$ cat src/rtl/lc3b_pkg.sv
// Shared LC-3b fetch definitions: FSM state encodings and PC-mux selects.
// Imported by the ifetch top and its timeout timer.
package lc3b_pkg;

    typedef enum logic [1:0] {
        ST_IDLE = 2'b00,
        ST_REQ  = 2'b01,
        ST_LDIR = 2'b10
    } fetch_state_t;

    localparam logic [1:0] PCMUX_PLUS2 = 2'b00;
    localparam logic [1:0] PCMUX_BUS   = 2'b01;
    localparam logic [1:0] PCMUX_ADDR  = 2'b10;

    localparam int unsigned TIMER_W = 8;

endpackage

$ cat src/rtl/ifetch_timer.sv
// REQ-phase watchdog: counts waiting cycles, flags expiry on the cycle the count would reach LIMIT.
// Latency: expire is combinational on inc; no backpressure (pure counter).
import lc3b_pkg::*;

module ifetch_timer #(
    parameter logic [TIMER_W-1:0] LIMIT = 8'd255
) (
    input  logic clk,
    input  logic reset_n,
    input  logic clr,
    input  logic inc,
    output logic expire
);

    logic [TIMER_W-1:0] cnt;

    // Fires in the cycle whose increment would land on LIMIT, so the abort
    // happens after exactly LIMIT waiting cycles.
    assign expire = inc && ((cnt + 8'd1) == LIMIT);

    always_ff @(posedge clk or negedge reset_n) begin
        if (!reset_n) begin
            cnt <= '0;
        end else if (clr) begin
            cnt <= '0;
        end else if (inc) begin
            cnt <= cnt + 8'd1;
        end
    end

endmodule

$ cat src/rtl/ifetch.sv
// Instruction fetch FSM (IDLE -> REQ -> LDIR): one memory read per START, IR load and PC advance.
// Latency: START at edge N -> MEM_EN cycle N+1 -> IR_VALID/LD_PC cycle N+2; REQ waits on MEM_R.
// Optional abort of a stalled REQ when IFETCH_TIMEOUT_EN is defined.
import lc3b_pkg::*;

module ifetch #(
    parameter logic [TIMER_W-1:0] TIMEOUT_CYCLES = 8'd255
) (
    input  logic        clk,
    input  logic        reset_n,
    input  logic        start,
    input  logic        flush,
    input  logic [15:0] pc,
    output logic        mem_en,
    output logic [15:0] mem_addr,
    input  logic [15:0] mem_rdata,
    input  logic        mem_r,
    output logic [15:0] ir,
    output logic        ir_valid,
    output logic        ld_pc,
    output logic [1:0]  pcmux,
    output logic        busy,
    output logic [15:0] fetch_cnt,
    output logic        fetch_err
);

    fetch_state_t state;
    logic [14:0]  mar;
    logic         launch;
    logic         commit;
    logic         timeout;
    logic         unused_ok;

    assign launch   = (state == ST_IDLE) && start && !flush;
    // Flush in LDIR suppresses the handoff in the same cycle.
    assign commit   = (state == ST_LDIR) && !flush;

    assign mem_addr = {mar, 1'b0};
    assign ir_valid = commit;
    assign ld_pc    = commit;
    assign pcmux    = PCMUX_PLUS2;

`ifdef IFETCH_TIMEOUT_EN
    logic timer_inc;

    assign timer_inc = (state == ST_REQ) && !mem_r && !flush;

    ifetch_timer #(
        .LIMIT (TIMEOUT_CYCLES)
    ) u_timer (
        .clk     (clk),
        .reset_n (reset_n),
        .clr     (launch),
        .inc     (timer_inc),
        .expire  (timeout)
    );

    assign unused_ok = ^{pc[0], PCMUX_BUS, PCMUX_ADDR};
`else
    assign timeout   = 1'b0;
    assign unused_ok = ^{pc[0], PCMUX_BUS, PCMUX_ADDR, TIMEOUT_CYCLES};
`endif

    always_ff @(posedge clk or negedge reset_n) begin
        if (!reset_n) begin
            state     <= ST_IDLE;
            mar       <= '0;
            ir        <= '0;
            fetch_cnt <= '0;
            mem_en    <= 1'b0;
            busy      <= 1'b0;
            fetch_err <= 1'b0;
        end else begin
            fetch_err <= 1'b0;
            case (state)
                ST_IDLE: begin
                    if (launch) begin
                        mar    <= pc[15:1];
                        state  <= ST_REQ;
                        mem_en <= 1'b1;
                        busy   <= 1'b1;
                    end
                end
                ST_REQ: begin
                    // Flush beats data; data beats the timeout in the same cycle.
                    if (flush) begin
                        state  <= ST_IDLE;
                        mem_en <= 1'b0;
                        busy   <= 1'b0;
                    end else if (mem_r) begin
                        ir     <= mem_rdata;
                        state  <= ST_LDIR;
                        mem_en <= 1'b0;
                    end else if (timeout) begin
                        state     <= ST_IDLE;
                        mem_en    <= 1'b0;
                        busy      <= 1'b0;
                        fetch_err <= 1'b1;
                    end
                end
                ST_LDIR: begin
                    if (commit) begin
                        fetch_cnt <= fetch_cnt + 16'd1;
                    end
                    state <= ST_IDLE;
                    busy  <= 1'b0;
                end
                default: begin
                    state  <= ST_IDLE;
                    mem_en <= 1'b0;
                    busy   <= 1'b0;
                end
            endcase
        end
    end

endmodule

$ cat config.mk
export PLATFORM = sky130hd
export DESIGN_NAME = ifetch
export DESIGN_NICKNAME = d
export VERILOG_FILES = /design/src/rtl/lc3b_pkg.sv /design/src/rtl/ifetch_timer.sv /design/src/rtl/ifetch.sv
export SDC_FILE = /design/constraint.sdc
export NUM_CORES = 1
export LEC_CHECK = 0
export BUFFER_PORTS_ARGS = -buffer_cell sky130_fd_sc_hd__buf_4
export CAP_MARGIN = 5
export CORE_ASPECT_RATIO = 0.9
export CORE_MARGIN = 1
export CORE_UTILIZATION = 35
export DETAILED_ROUTE_END_ITERATION = 7
export GPL_ROUTABILITY_DRIVEN = 1
export PLACE_DENSITY = 0.67
export SLEW_MARGIN = 40
export SYNTH_ARGS = -nofsm -noshare
export SYNTH_HDL_FRONTEND = slang
export SYNTH_SLANG_ARGS = --single-unit
$ cat constraint.sdc
create_clock -name clk -period 2.8 [get_ports clk]
set_input_delay 0 -clock clk [delete_from_list [all_inputs] [get_ports clk]]
set_output_delay 0 -clock clk [all_outputs]
set_load 0.02 [all_outputs]
### After elaboration in Yosys (flattened, before gate mapping)

Cells that the tools add are included.

* register bits: 51
* input bits: 37
* output and inout port bits: 55
* logic and storage cells: 35

* add/sub/neg operators: 1
* equality and inequality tests: 5
* mux-type cells: 10
* bitwise operators: 2
* reduce and logical (&&, ||, !) cells: 11

Operator list (count)
* $add 16x1->16 const B: 1
* $reduce_and 2->1: 4
* $mux 2: 3
* $reduce_and 3->1: 2
* $mux 1: 4
* $ne 2x2->1 const B: 2
* $pmux 2 s2: 1
* $logic_and 1x1->1: 3
* $ne 3x3->1 const B: 1
* $pmux 1 s3: 1
* $eq 2x1->1 const B: 1
* $eq 2x2->1 const B: 1
* $logic_not 2->1: 1
* $not 1->1: 2
* $pmux 1 s2: 1
* $logic_not 1->1: 1

### Logic depth before layout (Yosys ltp)

* depth in word-level cells: 5
* depth in mapped cells: 5
* mapped depth without buffers: 5

### Worst setup path after synthesis

OpenSTA, ideal clock, no wires.

* kind: register to register
* start: reg state[0]
* end: reg fetch_cnt[15]
* library setup time: 0.128 ns
* data arrival time: 1.727 ns
* required time: 2.672 ns
* path slack: 0.945 ns
* cell stages (with the launch flop): 5
* cells stage by stage: dfrtp_1 > or3b_4 > nor4b_4 > or3b_1 > xnor2_1

* longest elaborated chain between the ends: 3

RTL lines
* start: declaration: line ifetch.sv:27 `fetch_state_t state;`
* start signal: assignment: line ifetch.sv:66 `state <= ST_IDLE;`
* start signal: assignment: line ifetch.sv:79 `state <= ST_REQ;`
* start signal: assignment: line ifetch.sv:87 `state <= ST_IDLE;`
* $eq 2x2->1 *: line ifetch.sv:36, ifetch.sv:75
* $logic_and 1x1->1: line ifetch.sv:36 `assign commit = (state == ST_LDIR) && !flush;`
* $reduce_and 2->1 (no line) *
* end signal: assignment: line ifetch.sv:103 `fetch_cnt <= fetch_cnt + 16'd1;`
* end: declaration: line ifetch.sv:23 `output logic [15:0] fetch_cnt,`

Mark *: on every way between the ends. The rest lies on a longest branch, timed or not.
A chain may end at the register's enable or synchronous reset.

### Final worst setup path

Same ends and word-level chain as after synthesis.

==> flow_summary.yaml <==
status:
  status: "complete, no violations"
clock_network:
  cts_max_path_buffers: 2
  cts_resized: 0
  insertion_delay_ns: 0.29
  clk_pin_slew_worst_paths_ns: 0.09
  postCtsHoldBufs: 34
  cts_tree: "done"
  cts_sinks: 51
  cts_made_buffers: 5
  postCtsSetupBuffers: 0
  htree_levels: 2
  cts_root_buffer: "clkbuf_8"
die:
  core.rowCount: 26
  fp.dieArea_mm2: 0.00625
  die_w_um: 83.3
  core_mm2: 0.00569
  initial_core_util: 0.365
  ios: 92
  die_h_um: 75.1
timing:
  setup_viol: 0
  slew_headroom: 0.570
  clock.fmax_ghz: 0.492
  grt_setup_unrepaired: "false"
  maxSlewViolCount: 0
  worst_pin_slew_ns: 0.644
  fin_tns_setup_ns: 0
  period_minus_slack_ns: 2.03
  skew_ns: 0.00506
  finalHoldViolCount: 0
  fin_crit_sh: 0.726
  timing.hold.ws_ns: 0.0200
pwr:
  p_leak_uw: 0.00157
  switchingPower_uw: 643
  power.density_mw_per_mm2: 678
  comb_power_share: 0.298
  pwr-share-seq: 0.434
  swShare: 0.290
  vdd.ir_drop.worst_uv: 475
  intPower_uw: 1570
  clkPwrFrac: 0.268
global_route:
  grt_max_degree: 52
  antenna_found_initial: 0
  grt_pass1_wl_mm: 7.20
  grt-ovfl-total: 0
  track_usage: 0.150
  grt_pass1_vias: 1541
route:
  postRouteAntennaNets: 0
  drtIter0Drc: 27
  post_drt_wl_per_cell_um: 13.5
  first_pass_iters: 4
  drc: 0
  vias: 1560
  wirelength_mm: 4.61
  avgViaCountPerCell: 4.56
placed_design:
  globalplace.congestion: 0.740
  io_buffers: 86
  hpwlAfterDp_mm: 2.86
layout:
  nets: 309
  area.growth.synth_to_final_pct: 56.9
  antenna_cells: 0
  drive_gt1_frac: 0.482
  most-common-layout-cells: "87 x buf_4, 51 x dfrtp_1, 34 x dlygate4sd3_1"
  layout_commonest_cell: "buf_4"
yosys:
  ys_ff_latch: 51
  yosysUniqueCellTypes: 28
  syn_area_mm2: 0.00208
  syn_avg_cell_area_um2: 14.1
  netlist_top_cells_area: "dfrtp_1 61%, mux2_2 17%, xnor2_1 5.1%, buf_4 1.8%, nand2_1 1.3%"
  syn_inst: 148
  seq_area_frac_synth: 0.614
  synth_area_leader_cell: "dfrtp_1"
  yosysTopAreaCellShare: 0.614
  synth-warning-count: 0
worst_hold_path:
  min_path_type: "in -> reg"
setup_path:
  critical_path.cell_chain: "or3b_4 -> nor4b_4 -> or3b_1 -> xnor2_1"
  crit_slowest_cell: "dfrtp_1"
  critPathRequiredTime_ns: 2.99
  start_kind: "flip-flop"
  crit_type: "reg -> reg"
  cpPeakStageDelay_ns: 0.47
  worstPathArrival_ns: 2.22
  end_kind: "flip-flop"
  crit_fanout: 7
flow_run:
  drv_cap: 0
-- through the flow --
stage | area (µm²) | total power, µW | setup slack (ns) | cells | utilization
finish | 3260 | 2210 | 0.768 | 342 | 0.573
global route | 3260 | 2330 | 0.678 | 342 | 0.573
CTS | 3260 | 2230 | 0.740 | 342 | 0.573
detailed placement | 2790 | 1600 | 0.780 | 300 | 0.490
global placement | 2790 | 1580 | 0.804 | 300 | 0.490
floorplan | 2090 | 1290 | 0.945 | 151 | -
-- critical path: cells and delay by family, from the launching register on --
| family | cells | cell delay, ns |
|---|---|---|
| AND/OR/NAND/NOR | 3 | 1.32 |
| flip-flops | 1 | 0.47 |
| XOR/XNOR | 1 | 0.13 |
-- power groups by stage --
stage | Clock (µW) | Combinational, µW | Sequential (µW)
finish | 592 | 660 | 962
floorplan | 0 | 158 | 1130
CTS | 612 | 661 | 960
global route | 638 | 709 | 982
global placement | 0 | 613 | 968
detailed placement | 0 | 622 | 974
-- cells by family (layout without fill, tap and decap cells) --
| family | count (synthesis) | after routing | synth area share |
|---|---|---|---|
| XOR/XNOR | 15 | 15 | 0.0632 |
| multiplexers | 32 | 32 | 0.173 |
| other | 1 | 4 | 0.00180 |
| buffers and inverters | 12 | 133 | 0.0319 |
| AO/OA/AOI/OAI | 5 | 5 | 0.0156 |
| AND/OR/NAND/NOR | 31 | 31 | 0.0945 |
| flip-flops | 51 | 51 | 0.614 |
| adder cells (fa/ha/maj) | 1 | 1 | 0.00602 |
-- state kept, by name, summed over array words and instances (netlist names) --
| name | count |
|---|---|
| ir | 16 |
| state | 2 |
| mem_en | 1 |
| fetch_cnt | 16 |
| mar | 15 |
| busy | 1 |
-- Yosys cell counts --
cell type	instances
o2bb2ai_1	1
mux2_2	32
or3b_1	1
xor2_1	3
and2b_2	1
a2111oi_0	1
clkbuf_1	1
o21ai_0	1
conb_1	1
or3b_4	1
nor4b_2	1
ha_1	1
nand2_1	7
and4_1	1
nand4_1	4
buf_4	5
xnor2_1	12
and3_1	3
nand3_1	3
nand3b_1	1
buf_2	2
inv_1	3
nor2_1	6
dfrtp_1	51
nor3_1	1
clkinv_1	1
nor4b_4	1
a21oi_1	2
-- routing by layer --
metal / global-route usage / part of all wire / vias up
li1: - / - / 748
met2: 0.266 / 0.51 / 55
met1: 0.176 / 0.42 / 748
met4: 0.0632 / 0.017 / 0
met3: 0.0428 / 0.057 / 9
met5: 0 / 0 / -
-- final cells by class --
cell class              count  area [µm²]
fillers                   477        2430
flip-flops and latches     51        1280
repair buffers            121         993
multi-input cells          88         758
well taps                  70        87.6
clock buffers               6        72.6
clock inverters             2        60.1
inverters                   4        15.0
-- worst paths after layout --
check,from,to,slack (ns),cells past startpoint
worst max-delay path,state[0]$_DFFE_PN0P_,fetch_cnt[15]$_DFFE_PN0P_,0.77,4
worst min-delay path,start,mem_en$_DFFE_PN0P_,0.02,3
worst max register to register,state[0]$_DFFE_PN0P_,fetch_cnt[15]$_DFFE_PN0P_,0.77,4
worst min register to register,fetch_cnt[15]$_DFFE_PN0P_,fetch_cnt[15]$_DFFE_PN0P_,0.48,1
max in group asynchronous,reset_n,ir[3]$_DFFE_PN0P_,2.10,2
min in group asynchronous,reset_n,fetch_cnt[13]$_DFFE_PN0P_,0.26,2
(Power assumes the default switching activity.)
